===== config.mk =====
export PLATFORM = sky130hd
export DESIGN_NAME = instr_fetch_unit
export DESIGN_NICKNAME = d
export VERILOG_FILES = /design/src/rtl/instr_fetch_unit.sv
export SDC_FILE = /design/constraint.sdc
export NUM_CORES = 1
export LEC_CHECK = 0
export CAP_MARGIN = 40
export CORE_AREA = 5 5 99 101
export DETAILED_ROUTE_END_ITERATION = 16
export DIE_AREA = 0 0 104 106
export PLACE_DENSITY_LB_ADDON = 0.05
export SYNTH_ARGS = -nofsm -noshare
export SYNTH_HDL_FRONTEND = slang
export SYNTH_SLANG_ARGS = --single-unit

===== constraint.sdc =====
create_clock -name clk -period 1.83 [get_ports clk]
set_clock_uncertainty 0.15 [all_clocks]
set_input_delay 0.183 -clock clk [delete_from_list [all_inputs] [get_ports clk]]
set_output_delay 0.183 -clock clk [all_outputs]
set_load 0.05 [all_outputs]

===== src/rtl/instr_fetch_unit.sv =====
// Instruction fetch stage between the asynchronous program ROM and execute.
// It owns the PC, latches each ROM word into an instruction register, exposes
// the decoded fields and hands the word to execute over a valid/ready
// handshake. A taken branch on transfer redirects the PC and costs one bubble.
module instr_fetch_unit #(
   parameter logic [7:0] RESET_PC = 8'd0,
   parameter int         CNT_W    = 16
) (
   input  logic             clk,
   input  logic             reset,
   output logic [7:0]       rom_addr,
   input  logic [34:0]      rom_data,
   output logic             instr_valid,
   input  logic             exec_ready,
   output logic [34:0]      instr,
   output logic [7:0]       instr_pc,
   output logic [3:0]       opcode,
   output logic [2:0]       subop,
   output logic [1:0]       src1_type,
   output logic [7:0]       src1_val,
   output logic [1:0]       src2_type,
   output logic [7:0]       src2_val,
   output logic [7:0]       tgt_addr,
   input  logic             branch_taken,
   input  logic [7:0]       branch_addr,
   output logic [CNT_W-1:0] retired_cnt
);

   typedef enum logic {
      LOAD,
      RUN
   } state_t;

   state_t           state;
   state_t           state_next;
   logic [7:0]       pc;
   logic [7:0]       pc_next;
   logic [34:0]      instr_next;
   logic [7:0]       instr_pc_next;
   logic             valid_next;
   logic [CNT_W-1:0] cnt_next;
   logic             transfer;

   assign rom_addr  = pc;
   assign transfer  = instr_valid & exec_ready;

   assign opcode    = instr[34:31];
   assign subop     = instr[30:28];
   assign src1_type = instr[27:26];
   assign src1_val  = instr[25:18];
   assign src2_type = instr[17:16];
   assign src2_val  = instr[15:8];
   assign tgt_addr  = instr[7:0];

   // Next-state logic: LOAD refills the empty register, RUN refills on each
   // transfer unless execute redirects, in which case the register empties.
   always_comb begin
      state_next    = state;
      pc_next       = pc;
      instr_next    = instr;
      instr_pc_next = instr_pc;
      valid_next    = instr_valid;
      cnt_next      = retired_cnt;

      unique case (state)
         LOAD: begin
            instr_next    = rom_data;
            instr_pc_next = pc;
            pc_next       = pc + 8'd1;
            valid_next    = 1'b1;
            state_next    = RUN;
         end
         RUN: begin
            if (transfer) begin
               if (branch_taken) begin
                  pc_next    = branch_addr;
                  valid_next = 1'b0;
                  state_next = LOAD;
               end else begin
                  instr_next    = rom_data;
                  instr_pc_next = pc;
                  pc_next       = pc + 8'd1;
                  valid_next    = 1'b1;
               end
            end
         end
         default: begin
            state_next = LOAD;
            valid_next = 1'b0;
         end
      endcase

      if (transfer && (retired_cnt != {CNT_W{1'b1}})) begin
         cnt_next = retired_cnt + CNT_W'(1);
      end
   end

   // State and datapath registers; reset wins over everything, even a stall.
   always_ff @(posedge clk) begin
      if (reset) begin
         state       <= LOAD;
         pc          <= RESET_PC;
         instr       <= 35'b0;
         instr_pc    <= 8'd0;
         instr_valid <= 1'b0;
         retired_cnt <= '0;
      end else begin
         state       <= state_next;
         pc          <= pc_next;
         instr       <= instr_next;
         instr_pc    <= instr_pc_next;
         instr_valid <= valid_next;
         retired_cnt <= cnt_next;
      end
   end

endmodule


Word level (Yosys, flattened, before mapping):

Index checks and enable logic that the tools add are counted.
W data, S select, Z words.

* register bits: 69
* bits of input ports: 47
* output and inout bits: 103
* logic and storage cells: 29

* add/subtract/negate cells: 2
* eq/ne operators: 3
* multiplexer cells: 14
* bitwise logic cells: 2
* reductions and logical operators: 2

Operators with widths (number)
* $mux W35: 2
* $pmux W35 S2: 1
* $mux W8: 4
* $pmux W8 S2: 2
* $add A16 B1 Y16 const B: 1
* $ne A16 B16 Y1 const B: 1
* $add A8 B1 Y8 const B: 1
* $pmux W1 S2: 2
* $mux W1: 3
* $ne A2 B1 Y1 const B: 1
* $ne A2 B2 Y1 const B: 1
* $reduce_and A2 Y1: 1
* $and A1 B1 Y1: 1
* $logic_and A1 B1 Y1: 1
* $not A1 Y1: 1

Logic depth before layout (Yosys ltp):

Gate-level depths: netlist (run 1).

* word-level depth: 4
* gate-level depth with buffers: 6
* depth with buffers taken out: 5

Worst setup path after synthesis (run 1):

Ideal clock, no wire load.

* path kind: register to register
* start point: register retired_cnt[2]
* end point: register retired_cnt[11]
* setup time: 0.061 ns
* arrival: 2.061 ns
* data required time: 1.619 ns
* path slack: -0.442 ns
* stages on the path, launching flop included: 6
* path buffers: 1
* clock period less this slack: 2.272 ns
* path through: dfxtp_1 nand4_2 or4_1 buf_2 or4_1 nand2_1

* word-level cells in the longest chain between the ends: 2
* elaborated cells between the ends (all ways): 3
* those cells by class: add/sub (1); eq/ne (1); reduce/logical (1)

Ends and longest elaborated chain
* from (decl): line 26 `output logic [CNT_W-1:0] retired_cnt`
* from (signal assigned): line 113 `retired_cnt <= cnt_next;`
* branches (longest 2 deep; another with $add A16 B1 Y16)

Several ways; the timed one is not identified.
A chain may end at the register's enable or synchronous reset.

Worst setup path after layout (run 1):

* start point: register retired_cnt[1]
* end point: register retired_cnt[8]

Same word-level chain as after synthesis.

==> results of run 1 <==
through the flow:
stage / area (um2) / utilization [%] / setup WS, ns
floorplan: 3270 / - / -0.0728
global placement: 4680 / 52.4 / -0.191
detailed placement: 4680 / 52.4 / -0.234
CTS: 4840 / 54.2 / 0.00218
global route: 4870 / 54.5 / 0.0457
finish: 4870 / 54.5 / 0.109
metal layers:
metal | vias to the layer above | routed length (um) | global-route usage (%)
li1 | 1651 | - | -
met1 | 1562 | 4380 | 21.6
met2 | 128 | 4380 | 26.5
met3 | 11 | 738 | 4.68
met4 | 0 | 115 | 5.27
met5 | - | 0 | 0
registers in the layout, summed over array words and instances (netlist names):
name         flops
state            1
instr_pc         8
instr_valid      1
retired_cnt     16
rom_addr         8
instr           35
logic make-up (layout without fill, tap and decap cells):
logic type | count (synthesis) | after routing | synth area share [%]
buffers and inverters | 65 | 209 | 11.8
AOI/OAI and AO/OA | 102 | 102 | 20.1
muxes | 3 | 3 | 1.02
adders and majority gates | 2 | 2 | 0.783
and+or+nand+nor | 164 | 164 | 23.1
DFF | 69 | 69 | 43.2
cell usage after synthesis, types with 2 or more instances:
cell        n  area share [%]
nand2_1   101              12
a22oi_1     2            0.47
nand3b_1    2            0.47
o31ai_1     3            0.70
a311o_1     2            0.63
mux2_2      2            0.70
a21oi_1    55             8.6
or4_1       2            0.47
a41oi_1     2            0.55
nor3_1      5            0.78
and3_1      5            0.98
o21ai_0    11             1.7
o311ai_0    2            0.55
a32o_1      2            0.63
a211oi_1    2            0.47
clkbuf_1   21             2.5
nand3_1    14             2.2
nand2b_1    2            0.39
ha_1        2            0.78
and4_1      4             1.1
o41a_1      2            0.70
a311oi_1    2            0.55
and2_1      3            0.59
nor2_1     14             1.6
dfxtp_1    69              43
nor2b_1     3            0.59
inv_1       8            0.94
buf_4      35             8.2
a21o_1      2            0.47
nand4_1     5            0.98
o211ai_1    2            0.47
o21a_1      2            0.47
power breakdown:
part	internal, mW	switching [mW]
Sequential	1.56	0.0687
Combinational	0.338	0.655
Clock	0.615	0.601
Total	2.52	1.33
cell type report:
type | instances | area, um2 | area share, %
timing repair buffer | 185 | 1570 | 32.3
multi-input combinational | 271 | 1500 | 30.7
inverter | 8 | 30.0 | 0.617
tap | 111 | 139 | 2.85
clock inverter | 4 | 30.0 | 0.617
sequential | 69 | 1430 | 29.5
clock buffer | 12 | 166 | 3.42
worst min-delay path by stage:
| stage | start | endpoint | slack [ns] | depth (start not counted) |
|---|---|---|---|---|
| 6_report | reset | retired_cnt[8]$_SDFFE_PP0P_ | 0.15 | 3 |
| 3_5_place_dp | instr_pc[2]$_SDFFE_PP0P_ | instr_pc[2]$_SDFFE_PP0P_ | 0.30 | 2 |
| 5_1_grt | reset | rom_addr[3]$_SDFFE_PP0P_ | 0.16 | 3 |
| 4_1_cts | reset | retired_cnt[8]$_SDFFE_PP0P_ | 0.14 | 3 |
| 3_3_place_gp | instr_pc[2]$_SDFFE_PP0P_ | instr_pc[2]$_SDFFE_PP0P_ | 0.29 | 2 |
| 2_1_floorplan | rom_data[0] | instr[0]$_SDFFE_PP0P_ | 0.17 | 2 |
repair_timing:
action / 4_1_cts / 5_1_grt
setup endpoints to repair: 24 / 7
pin swaps: 0 / 1
gates resized for setup: 24 / 5
worst min-delay path: stages:
cell and delay (ns):
buf_2 0.13, buf_12 0.22, a21oi_1 0.05
==> metrics.md, run 1 <==
| Metric | Value |
|---|---|
| VDD IR-drop max | 0.353 mV |
| Min-delay worst type | input port to register |
| First-pass DRT Iterations | 4 |
| Top FF cell, synth | dfxtp_1 |
| Num CTS Buffers | 9 |
| Crit-path cells | ha_2 -> nand3_2 -> or4b_2 -> a21oi_1 |
| Sequential area share after synthesis | 43.2% |
| CP Launch Type | register |
| Final-layout fill cell count | 879 |
| WL final | 9620 um |
| Die H | 106 um |
| Syn Nets | 454 |
| Syn. warnings | 0 |
| Cells after Synth | 405 |
| Relative slew slack | 65.7% |
| Global route overflow | 0 |
| CP Max Fanout | 5 |
| Crit-path max cell delay | 0.64 ns |
| Critical path origin | retired_cnt[1]$_SDFFE_PP0P_ |
| # H-tree levels | 3 |
| Critical Path AT | 1.84 ns |
| Hpwl dp | 7150 um |
| Post-synthesis cell area | 3200 um2 |
| Critical path endpoint category | register |
| Outcome | finished, final reports clean |
| Row Count | 35 |
| Hold_buf cts | 0 |
| TNS Setup | 0 ns |
| Largest net degree at the start of global routing | 43 |
| Fraction of layout cells with a size suffix above 1 | 29.9% |
| Fmax | 581 MHz |
| Worst r2r src | retired_cnt[1]$_SDFFE_PP0P_ |
| 1st-iter DRT viols | 81 |
| Initial core utilization | 35.8% |
| Most frequent cells in the layout | 111 x buf_4, 100 x nand2_1, 55 x a21oi_1 |
| Post-synthesis cell type count | 49 |
| Placed insts | 644 |
| Hold Slack | 0.145 ns |
| Ant diodes | 0 |
| Layout area overhead | 52.2% |
| # setup viols final | 0 |
| RR Endpoint | retired_cnt[8]$_SDFFE_PP0P_ |
| Core area | 8930 um2 |
| Initial antenna violation count | 0 |
| Die area | 11,000 um2 |
| Slowest cell on crit path | or4b_2 |
| Crit path buffers/inverters | 0 |
| RSZ-0062 raised after global routing | false |
| Least-Margin Pin Slew | 0.513 ns |
| Clock root cell | clkbuf_8 |
| Pwr dens | 790 nW/um2 |
| Post-synth EDFFs | 0 |
| Period utilization | 94.0% |
| CTS Sinks | 69 |
| Io pins | 150 |
| Delay-heaviest family, CP | simple AND/OR/NAND/NOR gates |
| Commonest non-fill, non-tap cell in the layout | buf_4 |
| Post-layout min period | 1.72 ns |
| Register bit total from synthesis | 69 |
| Max_cap viols | 0 |
| R2R depth | 4 |
| Clock tree from TritonCTS | built |
| Input/output buffers | 149 |
| Leak Pwr | 2.15 nW |
| Share of flip-flops with an asynchronous set or reset | 0% |
| Post-CTS Repair Setup Buffers | 0 |
| Nets@finish | 593 |
| WP data required | 1.95 ns |
| Total track usage | 16.6% |
| Vias in the first global route | 3,014 |
| Post-route ant nets | 0 |
| Clock Path Buffers | 2 |
| Syn Area/Cell | 7.89 um2 |
| Power, Total | 3.84 mW |
| Final Max Tran Viols | 0 |
| Vias per inst | 5.08 |
| Global-route wire length before repair | 15,300 um |
| Worst setup path endpoint | retired_cnt[8]$_SDFFE_PP0P_ |
| Vias | 3,352 |
| R2R Setup Slk | 0.11 ns |
| Die Wd | 104 um |
| Wirelength per Cell | 14.6 um |
| Kind of critical path | register to register |
| Clock latency on the worst-skew pair | 0.34 ns |
| GP Congestion | 0.825 |
| Non-filler cells, final | 660 |
| Reg clk slew, reported paths | 0.07 ns |
| Hold Violations, Final | 0 |
| Crit. path cell count | 4 |
| DRC viols | 0 |
No activity file was read; power rests on OpenSTA's default activity.
==> run 2: changes to the inputs <==
--- a/config.mk
+++ b/config.mk
@@ -10,6 +10,7 @@
 export DETAILED_ROUTE_END_ITERATION = 16
 export DIE_AREA = 0 0 104 106
 export PLACE_DENSITY_LB_ADDON = 0.05
+export SLEW_MARGIN = 20
 export SYNTH_ARGS = -nofsm -noshare
 export SYNTH_HDL_FRONTEND = slang
 export SYNTH_SLANG_ARGS = --single-unit
==> results of run 2 <==
The final DEF is identical to that of run 1; final timing and power are the same.
